<file path="config.mk">
export PLATFORM = sky130hd
export DESIGN_NAME = ov5640_dvp_capture_flat
export DESIGN_NICKNAME = d
export VERILOG_FILES = /design/src/rtl/ov5640_dvp_capture_pkg.sv /design/src/rtl/ov5640_dvp_capture_if.sv /design/src/rtl/ov5640_dvp_capture_packer.sv /design/src/rtl/ov5640_dvp_capture.sv /design/src/flat_wrapper.sv
export SDC_FILE = /design/constraint.sdc
export NUM_CORES = 1
export LEC_CHECK = 0
export ABC_AREA = 1
export CAP_MARGIN = 10
export CORE_ASPECT_RATIO = 0.5
export CORE_MARGIN = 5
export CORE_UTILIZATION = 56
export DETAILED_ROUTE_END_ITERATION = 10
export GPL_TIMING_DRIVEN = 0
export PLACE_DENSITY = 0.87
export SKIP_LAST_GASP = 1
export SYNTH_ARGS = -nofsm -noshare
export SYNTH_HDL_FRONTEND = slang
export SYNTH_SLANG_ARGS = --single-unit
</file>
<file path="constraint.sdc">
create_clock -name cam_pclk -period 2.3 [get_ports cam_pclk]
set_clock_uncertainty 0.05 [all_clocks]
set_input_delay 0.46 -clock cam_pclk [delete_from_list [all_inputs] [get_ports cam_pclk]]
set_output_delay 0.46 -clock cam_pclk [all_outputs]
set_load 0.01 [all_outputs]
</file>
<file path="src/rtl/ov5640_dvp_capture_pkg.sv">
// Types shared by the camera-side capture writer and the VGA read side of the frame BRAM.
package ov5640_dvp_capture_pkg;

    localparam int unsigned BRAM_AW = 17;
    // Sensor-side pixel/line counters; wide enough for any OV5640 line, saturating.
    localparam int unsigned CNT_W   = 12;

    typedef enum logic [1:0] {
        IDLE,
        WAIT_VS,
        CAPTURE,
        DONE
    } cap_state_t;

    typedef logic [15:0]        rgb565_t;
    typedef logic [BRAM_AW-1:0] bram_addr_t;

    function automatic rgb565_t pack_rgb565(input logic [7:0] hi, input logic [7:0] lo);
        return {hi, lo};
    endfunction

endpackage

</file>
<file path="src/rtl/ov5640_dvp_capture_if.sv">
// Frame BRAM write port (port A) driven by the camera capture block.
interface ov5640_dvp_capture_if;
    import ov5640_dvp_capture_pkg::*;

    bram_addr_t cam_bram_waddr;
    rgb565_t    cam_bram_wdata;
    logic       cam_bram_wen;

    modport master (output cam_bram_waddr, output cam_bram_wdata, output cam_bram_wen);
    modport slave  (input  cam_bram_waddr, input  cam_bram_wdata, input  cam_bram_wen);

endinterface

</file>
<file path="src/rtl/ov5640_dvp_capture_packer.sv">
// DVP input register stage: sync edge strobes and pairing of bytes into RGB565 pixels.
module ov5640_dvp_capture_packer
    import ov5640_dvp_capture_pkg::*;
#(
    parameter logic VSYNC_POL = 1'b1
) (
    input  logic       clk,
    input  logic       rst,
    input  logic       clear,
    input  logic       cam_vsync,
    input  logic       cam_href,
    input  logic [7:0] cam_data,
    output logic       pix_valid,
    output rgb565_t    pix_data,
    output logic       line_end,
    output logic       line_odd,
    output logic       frame_start,
    output logic       frame_end
);

    logic       vsync_q, vsync_prev;
    logic       href_q, href_prev;
    logic [7:0] data_q, hi_byte;
    logic       phase;
    logic       vs_blank, vs_blank_prev;

    // Sync history resets to the active level so a sensor already mid-frame
    // at reset release can never produce a false frame_start.
    always_ff @(posedge clk) begin
        if (rst) begin
            vsync_q    <= ~VSYNC_POL;
            vsync_prev <= ~VSYNC_POL;
            href_q     <= 1'b0;
            href_prev  <= 1'b0;
            data_q     <= '0;
            hi_byte    <= '0;
            phase      <= 1'b0;
        end else begin
            vsync_q    <= cam_vsync;
            vsync_prev <= vsync_q;
            href_q     <= cam_href;
            href_prev  <= href_q;
            data_q     <= cam_data;
            if (clear || line_end) begin
                phase <= 1'b0;
            end else if (href_q) begin
                phase <= ~phase;
                if (!phase) hi_byte <= data_q;
            end
        end
    end

    always_comb begin
        vs_blank      = (vsync_q == VSYNC_POL);
        vs_blank_prev = (vsync_prev == VSYNC_POL);
        frame_start   = vs_blank_prev & ~vs_blank;
        frame_end     = ~vs_blank_prev & vs_blank;
        line_end      = href_prev & ~href_q;
        line_odd      = line_end & phase;
        pix_valid     = href_q & phase & ~clear;
        pix_data      = pack_rgb565(hi_byte, data_q);
    end

endmodule

</file>
<file path="src/rtl/ov5640_dvp_capture.sv">
// OV5640 DVP single-frame capture: crops RGB565 pixels and writes them row-major into BRAM port A.
module ov5640_dvp_capture
    import ov5640_dvp_capture_pkg::*;
#(
    parameter int unsigned BRAM_DEPTH = 76800,
    parameter logic        VSYNC_POL  = 1'b1
) (
    input  logic                      cam_pclk,
    input  logic                      sys_rst,
    input  logic                      cam_vsync,
    input  logic                      cam_href,
    input  logic [7:0]                cam_data,
    input  logic                      axil_capture_start,
    input  logic [8:0]                axil_cap_width,
    input  logic [8:0]                axil_cap_height,
    ov5640_dvp_capture_if.master      bram,
    output logic                      axil_capture_busy,
    output logic                      axil_capture_done,
    output logic                      axil_capture_err
);

    cap_state_t       state, state_next;
    logic [8:0]       cap_w, cap_h;
    logic [CNT_W-1:0] h_cnt, v_cnt;
    bram_addr_t       addr_cnt;

    logic    pix_valid, line_end, line_odd, frame_start, frame_end;
    rgb565_t pix_data;
    logic    start_ok, in_crop, addr_ok, do_write;

    ov5640_dvp_capture_packer #(.VSYNC_POL(VSYNC_POL)) u_packer (
        .clk         (cam_pclk),
        .rst         (sys_rst),
        .clear       (state != CAPTURE),
        .cam_vsync   (cam_vsync),
        .cam_href    (cam_href),
        .cam_data    (cam_data),
        .pix_valid   (pix_valid),
        .pix_data    (pix_data),
        .line_end    (line_end),
        .line_odd    (line_odd),
        .frame_start (frame_start),
        .frame_end   (frame_end)
    );

    always_ff @(posedge cam_pclk) begin
        if (sys_rst) state <= IDLE;
        else         state <= state_next;
    end

    always_comb begin
        state_next        = state;
        axil_capture_busy = 1'b0;
        axil_capture_done = 1'b0;
        case (state)
            IDLE:    if (axil_capture_start) state_next = WAIT_VS;
            WAIT_VS: begin
                axil_capture_busy = 1'b1;
                if (frame_start) state_next = CAPTURE;
            end
            CAPTURE: begin
                axil_capture_busy = 1'b1;
                if (frame_end) state_next = DONE;
            end
            DONE: begin
                axil_capture_done = 1'b1;
                if (axil_capture_start) state_next = WAIT_VS;
            end
            default: state_next = IDLE;
        endcase
    end

    // Only cropped pixels are written, consecutively, so a running counter
    // yields h + v*width; the depth gate makes it saturate rather than wrap.
    always_comb begin
        start_ok = axil_capture_start && (state == IDLE || state == DONE);
        in_crop  = (h_cnt < CNT_W'(cap_w)) && (v_cnt < CNT_W'(cap_h));
        addr_ok  = 32'(addr_cnt) < BRAM_DEPTH;
        do_write = (state == CAPTURE) && pix_valid && in_crop && addr_ok;
    end

    always_ff @(posedge cam_pclk) begin
        if (sys_rst) begin
            cap_w               <= '0;
            cap_h               <= '0;
            h_cnt               <= '0;
            v_cnt               <= '0;
            addr_cnt            <= '0;
            axil_capture_err    <= 1'b0;
            bram.cam_bram_wen   <= 1'b0;
            bram.cam_bram_waddr <= '0;
            bram.cam_bram_wdata <= '0;
        end else begin
            bram.cam_bram_wen <= do_write;
            if (do_write) begin
                bram.cam_bram_waddr <= addr_cnt;
                bram.cam_bram_wdata <= pix_data;
                addr_cnt            <= addr_cnt + 1'b1;
            end
            if (start_ok) begin
                cap_w            <= axil_cap_width;
                cap_h            <= axil_cap_height;
                axil_capture_err <= 1'b0;
            end
            if (state == WAIT_VS && frame_start) begin
                h_cnt    <= '0;
                v_cnt    <= '0;
                addr_cnt <= '0;
            end
            if (state == CAPTURE) begin
                if (pix_valid && h_cnt != '1) h_cnt <= h_cnt + 1'b1;
                if (line_end) begin
                    h_cnt <= '0;
                    if (h_cnt != '0 && v_cnt != '1) v_cnt <= v_cnt + 1'b1;
                    if (line_odd) axil_capture_err <= 1'b1;
                end
            end
        end
    end

endmodule

</file>
<file path="src/flat_wrapper.sv">
// flat-port wrapper written by rule: the top's interface ports become plain ports
module ov5640_dvp_capture_flat import ov5640_dvp_capture_pkg::*;
#(
    parameter int unsigned BRAM_DEPTH = 76800,
    parameter logic        VSYNC_POL  = 1'b1
)
  (cam_pclk, sys_rst, cam_vsync, cam_href, cam_data, axil_capture_start, axil_cap_width, axil_cap_height, axil_capture_busy, axil_capture_done, axil_capture_err, bram_cam_bram_waddr, bram_cam_bram_wdata, bram_cam_bram_wen);
  ov5640_dvp_capture_if bram_i ();
  input  logic cam_pclk;
  input  logic sys_rst;
  input  logic cam_vsync;
  input  logic cam_href;
  input  logic [7:0] cam_data;
  input  logic axil_capture_start;
  input  logic [8:0] axil_cap_width;
  input  logic [8:0] axil_cap_height;
  output logic axil_capture_busy;
  output logic axil_capture_done;
  output logic axil_capture_err;
  output wire logic [$bits(bram_i.cam_bram_waddr)-1:0] bram_cam_bram_waddr;
  output wire logic [$bits(bram_i.cam_bram_wdata)-1:0] bram_cam_bram_wdata;
  output wire logic [$bits(bram_i.cam_bram_wen)-1:0] bram_cam_bram_wen;
  assign bram_cam_bram_waddr = bram_i.cam_bram_waddr;
  assign bram_cam_bram_wdata = bram_i.cam_bram_wdata;
  assign bram_cam_bram_wen = bram_i.cam_bram_wen;
  ov5640_dvp_capture #(.BRAM_DEPTH(BRAM_DEPTH), .VSYNC_POL(VSYNC_POL)) u_core (.cam_pclk(cam_pclk), .sys_rst(sys_rst), .cam_vsync(cam_vsync), .cam_href(cam_href), .cam_data(cam_data), .axil_capture_start(axil_capture_start), .axil_cap_width(axil_cap_width), .axil_cap_height(axil_cap_height), .bram(bram_i), .axil_capture_busy(axil_capture_busy), .axil_capture_done(axil_capture_done), .axil_capture_err(axil_capture_err));
endmodule
</file>
==> results of run 1 <==
-- kinds of logic (layout without fill, tap and decap cells) --
logic type,after synthesis,in the layout
DFF,117,117
buffers and inverters,169,267
AOI/OAI and AO/OA,167,167
and+or+nand+nor,370,370
adders and majority gates,24,24
xor gates and xnor gates,11,11
-- cells in the mapped netlist --
library cell	n	area, um2
nand2_1	159	597
inv_1	123	462
dfxtp_1	117	2340
nor2_1	111	417
a21oi_1	101	505
o21ai_0	60	300
nand3_1	45	225
nand4_1	35	219
ha_1	24	300
clkbuf_1	22	82.6
buf_2	14	70.1
nor3_1	14	70.1
xor2_1	9	78.8
buf_6	4	45.0
inv_2	4	15.0
a211oi_1	3	22.5
nor2_2	2	12.5
o211ai_1	2	15.0
xnor2_1	2	17.5
a21boi_1	1	7.51
buf_1	1	3.75
buf_4	1	7.51
nand2_2	1	6.26
nand3_2	1	10.0
nand3b_1	1	7.51
or2_2	1	6.26
-- per-layer routing --
layer / vias to the layer above / global-route usage (%) / part of all wire (%)
met3: 32 / 4.32 / 7.6
met4: 0 / 9.60 / 1.5
met2: 277 / 45.3 / 48
met5: - / 0 / 0
met1: 2719 / 30.7 / 43
li1: 2932 / - / -
-- per-stage QoR --
| step | instance area (um2) | setup slack, ns |
|---|---|---|
| after floorplan | 5850 | 0.617 |
| after CTS | 7270 | 0.0159 |
| after global placement | 6680 | 0.210 |
| after global routing | 7290 | 0.000294 |
| after detailed placement | 6680 | 0.148 |
| final | 7290 | 0.0779 |
-- registers in the layout, summed over array words and instances (netlist names), 2 cells and up --
register                    count
u_core.bram.cam_bram_wdata     16
u_core.cap_w                    9
u_core.u_packer.data_q          8
u_core.cap_h                    9
u_core.addr_cnt                17
u_core.u_packer.hi_byte         8
u_core.bram.cam_bram_waddr     17
u_core.v_cnt                   12
u_core.state                    2
u_core.h_cnt                   12
-- worst paths after layout --
| check | from | to | slack (ns) |
|---|---|---|---|
| worst max-delay path | u_core.h_cnt[7] | u_core.addr_cnt[8] | 0.08 |
| worst min-delay path | u_core.u_packer.hi_byte[4] | u_core.u_packer.hi_byte[4] | 0.41 |
| worst max register to register | u_core.h_cnt[7] | u_core.addr_cnt[8] | 0.08 |
| worst min register to register | u_core.u_packer.hi_byte[4] | u_core.u_packer.hi_byte[4] | 0.41 |
-- power groups by stage --
| stage | logic [mW] | clock network (mW) | registers [mW] |
|---|---|---|---|
| CTS | 1.04 | 2.66 | 2.23 |
| floorplan | 0.720 | 0 | 2.26 |
| detailed placement | 1.04 | 0 | 2.27 |
| global placement | 0.991 | 0 | 2.27 |
| finish | 1.07 | 2.65 | 2.23 |
| global route | 1.22 | 2.75 | 2.25 |
-- area by class of cell --
class	count	area, um2
plain buffers	42	209
clock buffers	19	443
clock inverters	13	149
fillers	839	2900
inverters	127	477
multi-input cells	572	2830
flip-flops and latches	117	2340
well taps	140	175
repair buffers	66	663
-- critical path, cell delays in order (launching register included) --
cell     delay, ns
dfxtp_1       0.49
ha_1          0.31
nand2_1       0.07
inv_1         0.04
nand2_1       0.06
nand2_1       0.05
nand2_1       0.08
nand3_1       0.10
nor2_2        0.30
buf_2         0.30
nand3_1       0.11
nand2_1       0.07
nor2_1        0.05
-- what timing repair did --
item	in CTS	in global routing
gates resized for setup	1	4
setup endpoints to repair	1	44
gates cloned	0	0
buffers inserted	0	0
==> run_results.csv, run 1 <==
group,metric,value,unit
outcome,status,"finished clean",
clocking,hold_buffers,0,
die,rows,26,
global_route,antenna_found_initial,0,
finish,fin_nets,998,
power_and_ir_drop,p_clk_share,44.5,%
routing,routed_via_density,5.44,
timing,worstMarginPinSlew,0.581,ns
synthesis,synth_nets,913,
die,pin_count,68,
finish,fin_cells,1096,
timing,fmax,450,MHz
power_and_ir_drop,p_sw,1.78,mW
setup_path,r2r_cells,12,
finish,diodes,0,
timing,setup_viol,0,
clocking,clkSinkCount,117,
global_route,gr-total-overflow,0,
synthesis,yosys.area_share.adder,5.14,%
global_route,grt_max_degree,17,
placed_design,place_inst,1064,
power_and_ir_drop,peakVddDrop,518,uV
clocking,clock_path_buffers,2,
setup_path,worstPathMaxFanout,10,
setup_path,cp.required,2.55,ns
clocking,clk-insertion-delay-late,0.41,ns
synthesis,ys_types,26,
synthesis,yosys_register_bits,117,
placed_design,place_hpwl,11000,um
finish,layout_commonest_cell,"nand2_1",
power_and_ir_drop,power.density,817,nW/um2
timing,drv_slew,0,
routing,wl_per_cell,14.2,um
routing,vias,5960,
clocking,cts_tree,"done",
setup_path,criticalPathCategory,"reg2reg",
power_and_ir_drop,p_int,4.17,mW
die,die_x,154,um
flow_run,drv_cap,0,
die,core,10200,um2
routing,dr.pass1.iters,6,
synthesis,synth_compound_area_share,14.6,%
power_and_ir_drop,seqPwrFrac,37.5,%
global_route,grt.total_usage,25.1,%
global_route,grt_first_pass_wirelength,26000,um
timing,rsz0062_at_grt,"false",
placed_design,gp_congestion,0.921,
synthesis,syn_inst,858,
timing,hold_viol_final,0,
placed_design,io_buffer_count,66,
finish,syn_to_final_growth,24.6,%
routing,drt_iter0_markers,565,
power_and_ir_drop,combPwrFrac,18.0,%
setup_path,cp-start-kind,"flip-flop",
setup_path,cp-end-kind,"flip-flop",
synthesis,ys_seq_area_share,40.1,%
timing,worst_hold_slack,0.409,ns
clocking,cts-root-buf,"clkbuf_16",
die,start_util,57.4,%
synthesis,muxShareOfSynthArea,0,%
die,die_h,82.2,um
setup_path,critPathArrivalTime,2.47,ns
synthesis,syn_area_per_cell,6.81,um2
hold_path,whs_path_depth,2,
finish,final_cell_mix,"159 x nand2_1, 123 x inv_1, 116 x dfxtp_1",
power_and_ir_drop,power.total,5.95,mW
clocking,path_clk_slew,0.06,ns
global_route,grt_pass1_vias,5618,
power_and_ir_drop,power_leakage,3.10,nW
synthesis,synth_top_family_by_area,"simple AND/OR/NAND/NOR gates",
timing,fin_crit,2.22,ns
hold_path,hp-class,"reg2reg",
routing,antenna_left,0,
timing,slew_headroom,61.3,%
power_and_ir_drop,switching_share,30.0,%
synthesis,synth-simple-area-share,26.9,%
routing,drc,0,
synthesis,yosys_warnings,0,
timing,min_period_over_period,96.6,%
clocking,cts_made_buffers,17,
die,die-area,12700,um2
routing,wl,15600,um
clocking,h-tree-depth,4,
synthesis,mappedNetlistArea,5850,um2
finish,drive_above_1_share,6.59,%
finish,post-route-util,71.6,%
synthesis,synth-xor-area-share,1.65,%
timing,setup_tns,0,ns
Note: power is estimated with default switching activity, not from simulation.
==> run 2: changes to the inputs <==
- GPL_ROUTABILITY_DRIVEN: default -> 0
==> run 2 against run 1 <==
Effect of this change:
- power rose by 1.5%
- cell count unchanged
- setup slack better by 0.098 ns
- critical endpoint is now u_core.bram.cam_bram_waddr[8]
- largest power group unchanged
==> run_results.csv, run 2 (synthesis gave the netlist of run 1 again) <==
group,metric,value,unit
setup_path,cpMostUsedCell,"nand2_1",
finish,reg_top3,"u_core.addr_cnt x17, u_core.bram.cam_bram_waddr x17, u_core.bram.cam_bram_wdata x16",
setup_path,cp-startpoint,"u_core.h_cnt[7]",
power_and_ir_drop,peakVddDrop,561,uV
setup_path,criticalPathCategory,"reg2reg",
setup_path,cpMaxStageDelayCell,"dfxtp_1",
global_route,grt_max_degree,17,
clocking,cts_made_buffers,17,
clocking,clkSinkCount,117,
timing,fmax,471,MHz
finish,drive_above_1_share,6.28,%
flow_run,drv_cap,0,
routing,wl,16000,um
timing,min_period_over_period,92.4,%
timing,hold_viol_final,0,
setup_path,critPathArrivalTime,2.38,ns
global_route,grt_pass1_vias,5730,
finish,fin_nets,998,
finish,fin_cells,1096,
setup_path,worstPathCellList,"ha_1 > nand2_1 > inv_1 > nand2_1 > nand2_1 > nand2_1 > nand3_1 > nor2_2 > buf_2 > nand4_1 > nand2_1 > nor2_1",
clocking,path_clk_slew,0.06,ns
timing,slew_headroom,61.0,%
outcome,status,"finished clean",
global_route,antenna_found_initial,0,
finish,syn_to_final_growth,25.0,%
die,pin_count,68,
die,die_h,82.2,um
setup_path,cp.required,2.56,ns
die,die-area,12700,um2
setup_path,r2r_slack,0.18,ns
hold_path,hp-class,"reg2reg",
power_and_ir_drop,power.density,827,nW/um2
setup_path,r2r-end,"u_core.bram.cam_bram_waddr[8]",
global_route,gr-total-overflow,0,
power_and_ir_drop,power_leakage,3.11,nW
setup_path,r2r_start,"u_core.h_cnt[7]",
global_route,grt.total_usage,25.5,%
timing,fin_crit,2.12,ns
placed_design,io_buffer_count,66,
clocking,hold_buffers,0,
timing,setup_viol,0,
global_route,grt_first_pass_wirelength,26200,um
placed_design,place_hpwl,10900,um
clocking,cts_tree,"done",
placed_design,dpl_worst_slack,0.175,ns
routing,drt_iter0_markers,627,
setup_path,cp-end-kind,"flip-flop",
die,die_x,154,um
timing,rsz0062_at_grt,"true",
routing,wl_per_cell,14.6,um
setup_path,crit_end,"u_core.bram.cam_bram_waddr[8]",
timing,setup_tns,0,ns
clocking,clk-insertion-delay-late,0.41,ns
finish,final_cell_mix,"159 x nand2_1, 123 x inv_1, 116 x dfxtp_1",
finish,diodes,0,
die,core,10200,um2
die,rows,26,
die,start_util,57.4,%
routing,vias,6072,
setup_path,worstPathMaxFanout,10,
timing,finalWorstSetupSlack,0.176,ns
routing,antenna_left,0,
placed_design,place_inst,1064,
timing,drv_slew,0,
clocking,cts_setup_buffers,0,
routing,dr.pass1.iters,7,
clocking,clock_path_buffers,2,
setup_path,cp-start-kind,"flip-flop",
clocking,h-tree-depth,4,
setup_path,r2r_cells,12,
finish,nFillCells,774,
timing,worstMarginPinSlew,0.585,ns
routing,drc,0,
finish,layout_commonest_cell,"nand2_1",
setup_path,slowest_delay,0.49,ns
routing,routed_via_density,5.54,
clocking,cts-root-buf,"clkbuf_16",
-- run 2: timing repair --
action                                 CTS  global route
gates cloned                             0             0
gates resized for setup                  1             4
setup endpoints to repair                1            48
endpoints found under the hold margin    0             0
pin swaps                                0             0
-- run 2: power breakdown --
group          switching (mW)  total (mW)  leakage, nW  internal, mW
clock                   0.966        2.74        0.295          1.77
combinational           0.713        1.07         1.87         0.356
sequential             0.0605        2.23        0.950          2.17
-- run 2: cell type report --
type                            count  area, um2  share of cell area [%]
Buffer                             42        209                    2.86
Clock buffer                       22        464                    6.35
Clock inverter                     10        146                    2.00
Inverter                          127        477                    6.52
Multi-Input combinational cell    572       2830                    38.7
Sequential cell                   117       2340                    32.1
Tap cell                          140        175                    2.40
Timing Repair Buffer               66        663                    9.08
-- run 2: worst max-delay path, delay by kind of cell (launching register included) --
family / cells / cell delay [ns]
flops: 1 / 0.49
simple gates: 9 / 0.86
fa+ha+maj: 1 / 0.31
buf+inv: 2 / 0.31
-- run 2: per-stage QoR --
| stage | util, % | hold slack, ns | instance area (um2) | total power, mW |
|---|---|---|---|---|
| floorplan | - | 0.380 | 5850 | 2.97 |
| global placement | 65.6 | 0.389 | 6680 | 3.26 |
| detailed placement | 65.6 | 0.399 | 6680 | 3.30 |
| CTS | 71.6 | 0.406 | 7290 | 6.02 |
| global route | 71.8 | 0.433 | 7310 | 6.32 |
| finish | 71.8 | 0.408 | 7310 | 6.04 |
-- run 2: routing by layer --
| metal | GRT usage, % | part of all wire [%] | up-vias | routed length, um |
|---|---|---|---|---|
| met1 | 30.6 | 41 | 2774 | 6600 |
| li1 | - | - | 2939 | - |
| met2 | 45.2 | 48 | 303 | 7730 |
| met4 | 12.1 | 2.4 | 0 | 382 |
| met3 | 4.79 | 8.2 | 56 | 1310 |
| met5 | 0 | 0 | - | 0 |
-- run 2: worst min path at each step --
stage | cells past startpoint | from | endpoint
2_1_floorplan | 2 | u_core.u_packer.hi_byte[6] | u_core.u_packer.hi_byte[6]
3_3_place_gp | 2 | u_core.u_packer.hi_byte[3] | u_core.u_packer.hi_byte[3]
3_5_place_dp | 2 | u_core.u_packer.hi_byte[5] | u_core.u_packer.hi_byte[5]
4_1_cts | 2 | u_core.u_packer.hi_byte[1] | u_core.u_packer.hi_byte[1]
5_1_grt | 2 | u_core.cap_h[2] | u_core.cap_h[2]
6_report | 2 | u_core.u_packer.hi_byte[1] | u_core.u_packer.hi_byte[1]
